===== src/rtl/cpu_pkg.sv =====
// Shared CPU definitions used by the memory pipeline stage and its load-extend helper.
// Contains the load-op one-hot bit positions and the exception bundle layout.
package cpu_pkg;

  // Bit positions inside the one-hot load op {ld_b, ld_bu, ld_h, ld_hu, ld_w}
  localparam int LD_OP_W = 5;
  localparam int LD_B    = 4;
  localparam int LD_BU   = 3;
  localparam int LD_H    = 2;
  localparam int LD_HU   = 1;
  localparam int LD_W    = 0;

  localparam int EXCP_W         = 82;
  localparam int EXCP_VALID_BIT = 0;

endpackage


===== src/rtl/load_extend.sv =====
// Aligns a 32-bit read word by the low address bits and applies byte/half/word
// extraction with sign or zero extension. Purely combinational.
module load_extend
  import cpu_pkg::*;
(
  input  logic [31:0]        rdata_i,
  input  logic [1:0]         addr_i,
  input  logic [LD_OP_W-1:0] ld_op_i,
  output logic [31:0]        result_o
);

  logic [31:0] shifted;

  assign shifted = rdata_i >> {addr_i, 3'b000};

  // NOTE: result_o gets a default before the if-chain so no path leaves it unassigned (no latch).
  always_comb begin
    result_o = rdata_i;
    if (ld_op_i[LD_B]) begin
      result_o = {{24{shifted[7]}}, shifted[7:0]};
    end else if (ld_op_i[LD_BU]) begin
      result_o = {24'h0, shifted[7:0]};
    end else if (ld_op_i[LD_H]) begin
      result_o = {{16{shifted[15]}}, shifted[15:0]};
    end else if (ld_op_i[LD_HU]) begin
      result_o = {16'h0, shifted[15:0]};
    end else if (ld_op_i[LD_W]) begin
      result_o = shifted;
    end
  end

endmodule


===== src/rtl/mem_resp_stage.sv =====
// MEM pipeline stage for a split-transaction data bus: tracks in-flight requests,
// holds the instruction until its response arrives, buffers or discards responses.
module mem_resp_stage
  import cpu_pkg::*;
#(
  parameter int MAX_OUTSTANDING = 2,
  parameter int EXCP_W          = cpu_pkg::EXCP_W,
  parameter int PC_W            = 32
) (
  input  logic              clk,
  input  logic              reset,
  // EX -> MEM
  input  logic              es2ms_valid,
  output logic              ms_allowin,
  input  logic [PC_W-1:0]   es_pc,
  input  logic [31:0]       es_alu_result,
  input  logic              es_rf_we,
  input  logic              es_res_from_mem,
  input  logic              es_csr_re,
  input  logic [4:0]        es_rf_waddr,
  input  logic [LD_OP_W-1:0] es_ld_op,
  input  logic              es_mem_req,
  input  logic [EXCP_W-1:0] es_except,
  input  logic              data_req_fire,
  output logic              ms_req_allow,
  // data bus response
  input  logic              data_sram_data_ok,
  input  logic [31:0]       data_sram_rdata,
  // MEM -> WB
  input  logic              ws_allowin,
  output logic              ms2ws_valid,
  output logic [PC_W-1:0]   ms_pc,
  output logic [EXCP_W-1:0] ms_except,
  output logic              ms_rf_we,
  output logic [4:0]        ms_rf_waddr,
  output logic [31:0]       ms_rf_wdata,
  // bypass / hazard info to ID
  output logic              ms_fwd_we,
  output logic              ms_fwd_stall,
  output logic              ms_csr_re_o,
  output logic              ms_ex,
  input  logic              wb_ex
);

  localparam logic [2:0] MAX_OUT = 3'(MAX_OUTSTANDING);

  logic                 ms_valid_q;
  logic [PC_W-1:0]      pc_q;
  logic [31:0]          alu_result_q;
  logic                 rf_we_q;
  logic                 res_from_mem_q;
  logic                 csr_re_q;
  logic [4:0]           rf_waddr_q;
  logic [LD_OP_W-1:0]   ld_op_q;
  logic                 mem_req_q;
  logic [EXCP_W-1:0]    except_q;

  logic [2:0]           outstanding_q, outstanding_d;
  logic [2:0]           discard_q, discard_d;
  logic                 buf_valid_q, buf_valid_d;
  logic [31:0]          buf_data_q, buf_data_d;

  logic                 need_data;
  logic                 data_ok_live;
  logic                 ms_ready_go;
  logic                 load_stage;
  logic                 move_to_wb;
  logic                 buf_write;
  logic [31:0]          ld_rdata;
  logic [31:0]          ld_result;

  assign need_data    = mem_req_q & ~except_q[EXCP_VALID_BIT];
  // A response counts for this instruction only when no flushed responses are pending.
  assign data_ok_live = data_sram_data_ok & (discard_q == 3'd0);
  assign ms_ready_go  = ~need_data | buf_valid_q | data_ok_live;
  assign ms_allowin   = ~ms_valid_q | (ms_ready_go & ws_allowin);
  assign load_stage   = es2ms_valid & ms_allowin;
  assign ms2ws_valid  = ms_valid_q & ms_ready_go;
  assign move_to_wb   = ms2ws_valid & ws_allowin;
  assign buf_write    = data_ok_live & ms_valid_q & need_data & ~buf_valid_q & ~ws_allowin;

  assign ms_req_allow = (outstanding_q < MAX_OUT) & (discard_q == 3'd0);

  always_comb begin
    outstanding_d = outstanding_q;
    // Responses to requests issued before a reset are not tracked, so never underflow.
    if (data_req_fire && !(data_sram_data_ok && outstanding_q != 3'd0)) begin
      outstanding_d = outstanding_q + 3'd1;
    end else if (!data_req_fire && data_sram_data_ok && outstanding_q != 3'd0) begin
      outstanding_d = outstanding_q - 3'd1;
    end

    discard_d = discard_q;
    if (wb_ex) begin
      discard_d = outstanding_d;
    end else if (data_sram_data_ok && discard_q != 3'd0) begin
      discard_d = discard_q - 3'd1;
    end

    buf_valid_d = buf_valid_q;
    buf_data_d  = buf_data_q;
    if (wb_ex || move_to_wb) begin
      buf_valid_d = 1'b0;
    end else if (buf_write) begin
      buf_valid_d = 1'b1;
      buf_data_d  = data_sram_rdata;
    end
  end

  // NOTE: every register here uses non-blocking assignment so all state updates see pre-edge values.
  always_ff @(posedge clk or posedge reset) begin
    if (reset) begin
      ms_valid_q     <= 1'b0;
      pc_q           <= '0;
      alu_result_q   <= '0;
      rf_we_q        <= 1'b0;
      res_from_mem_q <= 1'b0;
      csr_re_q       <= 1'b0;
      rf_waddr_q     <= '0;
      ld_op_q        <= '0;
      mem_req_q      <= 1'b0;
      except_q       <= '0;
      outstanding_q  <= '0;
      discard_q      <= '0;
      buf_valid_q    <= 1'b0;
      buf_data_q     <= '0;
    end else begin
      if (wb_ex) begin
        ms_valid_q <= 1'b0;
      end else if (ms_allowin) begin
        ms_valid_q <= es2ms_valid;
      end
      if (load_stage) begin
        pc_q           <= es_pc;
        alu_result_q   <= es_alu_result;
        rf_we_q        <= es_rf_we;
        res_from_mem_q <= es_res_from_mem;
        csr_re_q       <= es_csr_re;
        rf_waddr_q     <= es_rf_waddr;
        ld_op_q        <= es_ld_op;
        mem_req_q      <= es_mem_req;
        except_q       <= es_except;
      end
      outstanding_q <= outstanding_d;
      discard_q     <= discard_d;
      buf_valid_q   <= buf_valid_d;
      buf_data_q    <= buf_data_d;
    end
  end

  assign ld_rdata = buf_valid_q ? buf_data_q : data_sram_rdata;

  load_extend u_load_extend (
    .rdata_i  (ld_rdata),
    .addr_i   (alu_result_q[1:0]),
    .ld_op_i  (ld_op_q),
    .result_o (ld_result)
  );

  assign ms_pc        = pc_q;
  assign ms_except    = except_q;
  assign ms_rf_we     = rf_we_q;
  assign ms_rf_waddr  = rf_waddr_q;
  assign ms_rf_wdata  = res_from_mem_q ? ld_result : alu_result_q;
  assign ms_fwd_we    = ms_valid_q & rf_we_q;
  assign ms_fwd_stall = ms_valid_q & res_from_mem_q & need_data & ~buf_valid_q & ~data_ok_live;
  assign ms_csr_re_o  = ms_valid_q & csr_re_q;
  assign ms_ex        = ms_valid_q & except_q[EXCP_VALID_BIT];

endmodule


===== config.mk =====
export PLATFORM = sky130hd
export DESIGN_NAME = mem_resp_stage
export DESIGN_NICKNAME = d
export VERILOG_FILES = /design/src/rtl/cpu_pkg.sv /design/src/rtl/load_extend.sv /design/src/rtl/mem_resp_stage.sv
export SDC_FILE = /design/constraint.sdc
export NUM_CORES = 1
export LEC_CHECK = 0
export CORE_UTILIZATION = 40
export CTS_BUF_LIST = sky130_fd_sc_hd__clkbuf_2 sky130_fd_sc_hd__clkbuf_4 sky130_fd_sc_hd__clkbuf_8
export CTS_CLUSTER_SIZE = 24
export DETAILED_ROUTE_END_ITERATION = 16
export GPL_TIMING_DRIVEN = 1
export PLACE_DENSITY = 0.73
export SETUP_SLACK_MARGIN = 0.4
export SYNTH_ARGS = -nofsm -noshare
export SYNTH_HDL_FRONTEND = slang
export SYNTH_SLANG_ARGS = --single-unit

===== constraint.sdc =====
create_clock -name clk -period 7.2 [get_ports clk]
set_input_delay 1.08 -clock clk [delete_from_list [all_inputs] [get_ports clk]]
set_output_delay 1.08 -clock clk [all_outputs]
set_load 0.03 [all_outputs]

==> results.py <==
metrics = {
    "floorplanning": {
        "initial_core_util_pct": 40.8,
        "die_h_um": 160,
        "die_w_um": 160,
        "dieArea_um2": 25500,
        "ios": 358,
        "core-area_um2": 24300,
        "rows": 57,
    },
    "synth": {
        "yosysTopAreaCellShare_pct": 50.4,
        "syn_nets": 922,
        "synthTopCellsByArea": "dfrtp_1 (50%), mux2_4 (20%), mux2_2 (7.9%)",
        "async_flop_share_pct": 100,
        "avgSynthCellArea_um2": 13.8,
        "synthesis.area_um2": 9930,
        "yosys.cell_types.count": 49,
        "ys_seq_area_share_pct": 50.4,
        "ys_ff_latch": 200,
        "synthFlopType": "dfrtp_1",
        "yosys_warnings": 0,
        "yosysTopAreaCell": "dfrtp_1",
        "synthCells": 718,
        "synth_enable_flop_cells": 0,
    },
    "sta": {
        "hold_violations": 0,
        "setup_violations": 0,
        "rsz0062_at_grt": "false",
        "slew_headroom_pct": 9.65,
        "fin_ws_ns": 2.05,
        "fin_crit_sh_pct": 71.6,
        "slew_violations": 0,
        "max_freq_mhz": 194,
        "fin_skew_ns": 0.0231,
        "min_period_ns": 5.15,
        "tns_ns": 0,
        "worstMarginPinSlew_ns": 1.35,
    },
    "drt": {
        "routed.top_layer": "met5",
        "routed_wl_um": 28000,
        "wl_met2_um": 13600,
        "first_iter_violations": 466,
        "num_vias": 7159,
        "ant_nets": 0,
        "wl_met3_um": 2040,
        "avgViaCountPerCell": 5.16,
        "drt-met1-wl_um": 11700,
        "drt_first_pass_iters": 5,
        "routedWlPerCell_um": 20.2,
        "drcViolationCount": 0,
    },
    "clocking": {
        "clock_latency_ns": 0.46,
        "cts_buffers": 17,
        "cts.sink_count": 200,
        "path_clk_slew_ns": 0.11,
        "post-cts-setup-buffer-count": 0,
        "post_cts_resized": 0,
        "ctsHtreeMaxLevel": 4,
        "cts_tree": "built",
        "clock_path_buffers": 2,
        "hold_buffers": 0,
        "cts-root-buf": "clkbuf_8",
    },
    "finish": {
        "layout-drive-gt1-share_pct": 24.2,
        "fin_area_um2": 14100,
        "nets": 1253,
        "area_growth_pct": 41.7,
        "nFillCells": 1972,
        "postLayoutCoreUtil_pct": 57.9,
    },
    "setup_path": {
        "crit_required_ns": 6.12,
        "end_kind": "primary output",
        "timing.rr.end": "ms_pc[15]",
        "r2r_setup_slack_ns": 4.64,
        "r2r_cells": 7,
        "path_max_fanout": 16,
        "arrival_ns": 4.07,
        "regToRegStartpoint": "discard_q[0]",
        "critPathLaunchType": "input pin",
        "crit_type": "in -> out",
    },
    "grt": {
        "grt_pass1_wl_um": 43400,
        "grt_pass1_vias": 7491,
        "antenna_found_initial": 2,
        "grt_max_degree": 147,
        "grt_overflow": 0,
        "grtUsageTotal_pct": 22.2,
    },
    "min_path": {
        "hold_path_class": "reg -> reg",
        "hold_path_end": "buf_data_q[1]",
        "whs_path_depth": 1,
        "min_from": "buf_data_q[1]",
    },
    "placed_design": {
        "place_area_um2": 13700,
        "gp_congestion": 0.948,
        "port_buffers": 357,
        "post-dp-hpwl_um": 20300,
        "pre_cts_slack_ns": 2.14,
    },
    "outcome": {
        "outcome": "complete, no violations",
    },
    "pwr": {
        "cellPowerDensity_nw_per_um2": 250,
        "leakage_nw": 6.10,
        "peakVddDrop_uv": 152,
        "finalPower_mw": 3.53,
    },
    "flow_run": {
        "cap_violations": 0,
    },
}
## registers in the layout, indices dropped and copies added, names as in the netlist
register        flops
ms_except          82
alu_result_q       32
buf_data_q         32
ms_pc              32
ld_op_q             5
ms_rf_waddr         5
discard_q           3
outstanding_q       3
buf_valid_q         1
csr_re_q            1
mem_req_q           1
ms_rf_we            1
ms_valid_q          1
res_from_mem_q      1
## kinds of logic after synthesis
| kind of cell | count (synthesis) | synth area share, % |
|---|---|---|
| fa+ha+maj | 5 | 0.630 |
| buf+inv | 96 | 5.18 |
| compound gates | 95 | 7.09 |
| simple gates | 84 | 4.48 |
| mux | 234 | 31.9 |
| flops | 200 | 50.4 |
| xor+xnor | 4 | 0.353 |
## layout make-up
type	instances	area (um^2)	area share [%]
Clock inverter	14	174	1.24
Tap cell	324	405	2.88
Antenna cell	1	2.50	0.0178
Sequential cell	200	5010	35.6
Multi-Input combinational cell	422	4430	31.5
Clock buffer	18	248	1.76
Inverter	44	173	1.23
Timing Repair Buffer	364	3640	25.8
## stage by stage
step,cells,hold slack [ns]
final,1387,0.516
after global routing,1386,0.534
after CTS,1386,0.517
after detailed placement,1354,0.491
after global placement,1354,0.482
after floorplan,718,0.474
## worst max-delay path, cell delays in order
cell	delay [ns]
clkdlybuf4s50_1	0.43
mux2_2	0.31
a21bo_2	0.22
o21bai_1	1.03
o221ai_1	0.32
clkdlybuf4s50_1	0.68
## routing by layer
| layer | global-route usage [%] | vias to the layer above |
|---|---|---|
| li1 | - | 3263 |
| met1 | 28.0 | 3560 |
| met2 | 36.7 | 298 |
| met3 | 6.33 | 36 |
| met4 | 6.91 | 2 |
| met5 | 0 | - |
## power by group
group | leakage, nW | switching (mW) | internal (mW)
sequential | 2.41 | 0.125 | 1.30
clock | 0.207 | 0.467 | 0.278
combinational | 3.49 | 0.689 | 0.671
## how the worst max path moves through the flow
stage,start,cells after the start,end
2_1_floorplan,reset,1,alu_result_q[0]
3_3_place_gp,data_sram_rdata[15],6,ms_rf_wdata[31]
3_5_place_dp,data_sram_rdata[15],6,ms_rf_wdata[21]
4_1_cts,buf_valid_q,6,ms_rf_wdata[21]
5_1_grt,buf_valid_q,6,ms_rf_wdata[21]
6_report,data_sram_rdata[15],6,ms_rf_wdata[31]
## cell usage after synthesis, types with 9 or more instances
master and instances:
dfrtp_1 200, mux2_4 130, mux2_2 70, inv_1 43, mux2i_1 27, nor3_1 25
o221ai_1 24, a21oi_1 21, clkbuf_1 18, buf_6 17, buf_2 15, nand2_1 15
o311ai_0 13, nand3_1 10, a211oi_1 9, nor2_1 9
## placed cells by master (no fill, tap or decap), types with 3 or more instances in the layout
cell               n
a211oi_1           9
a21o_1             4
a21oi_1           21
a221oi_1           3
and2_1             3
buf_4              6
clkbuf_8          18
clkdlybuf4s50_1  357
clkinv_8           5
dfrtp_1          199
ha_1               5
inv_1             42
inv_8              4
mux2_2            70
mux2_4           130
mux2i_1           27
mux4_2             7
nand2_1           15
nand2b_1           4
nand3_1           10
nor2_1             9
nor2b_1            3
nor3_1            24
nor3b_1            4
o21ai_0            3
o221ai_1          24
o22ai_1            7
o311ai_0          13
xnor2_1            4
(Power assumes the default switching activity.)
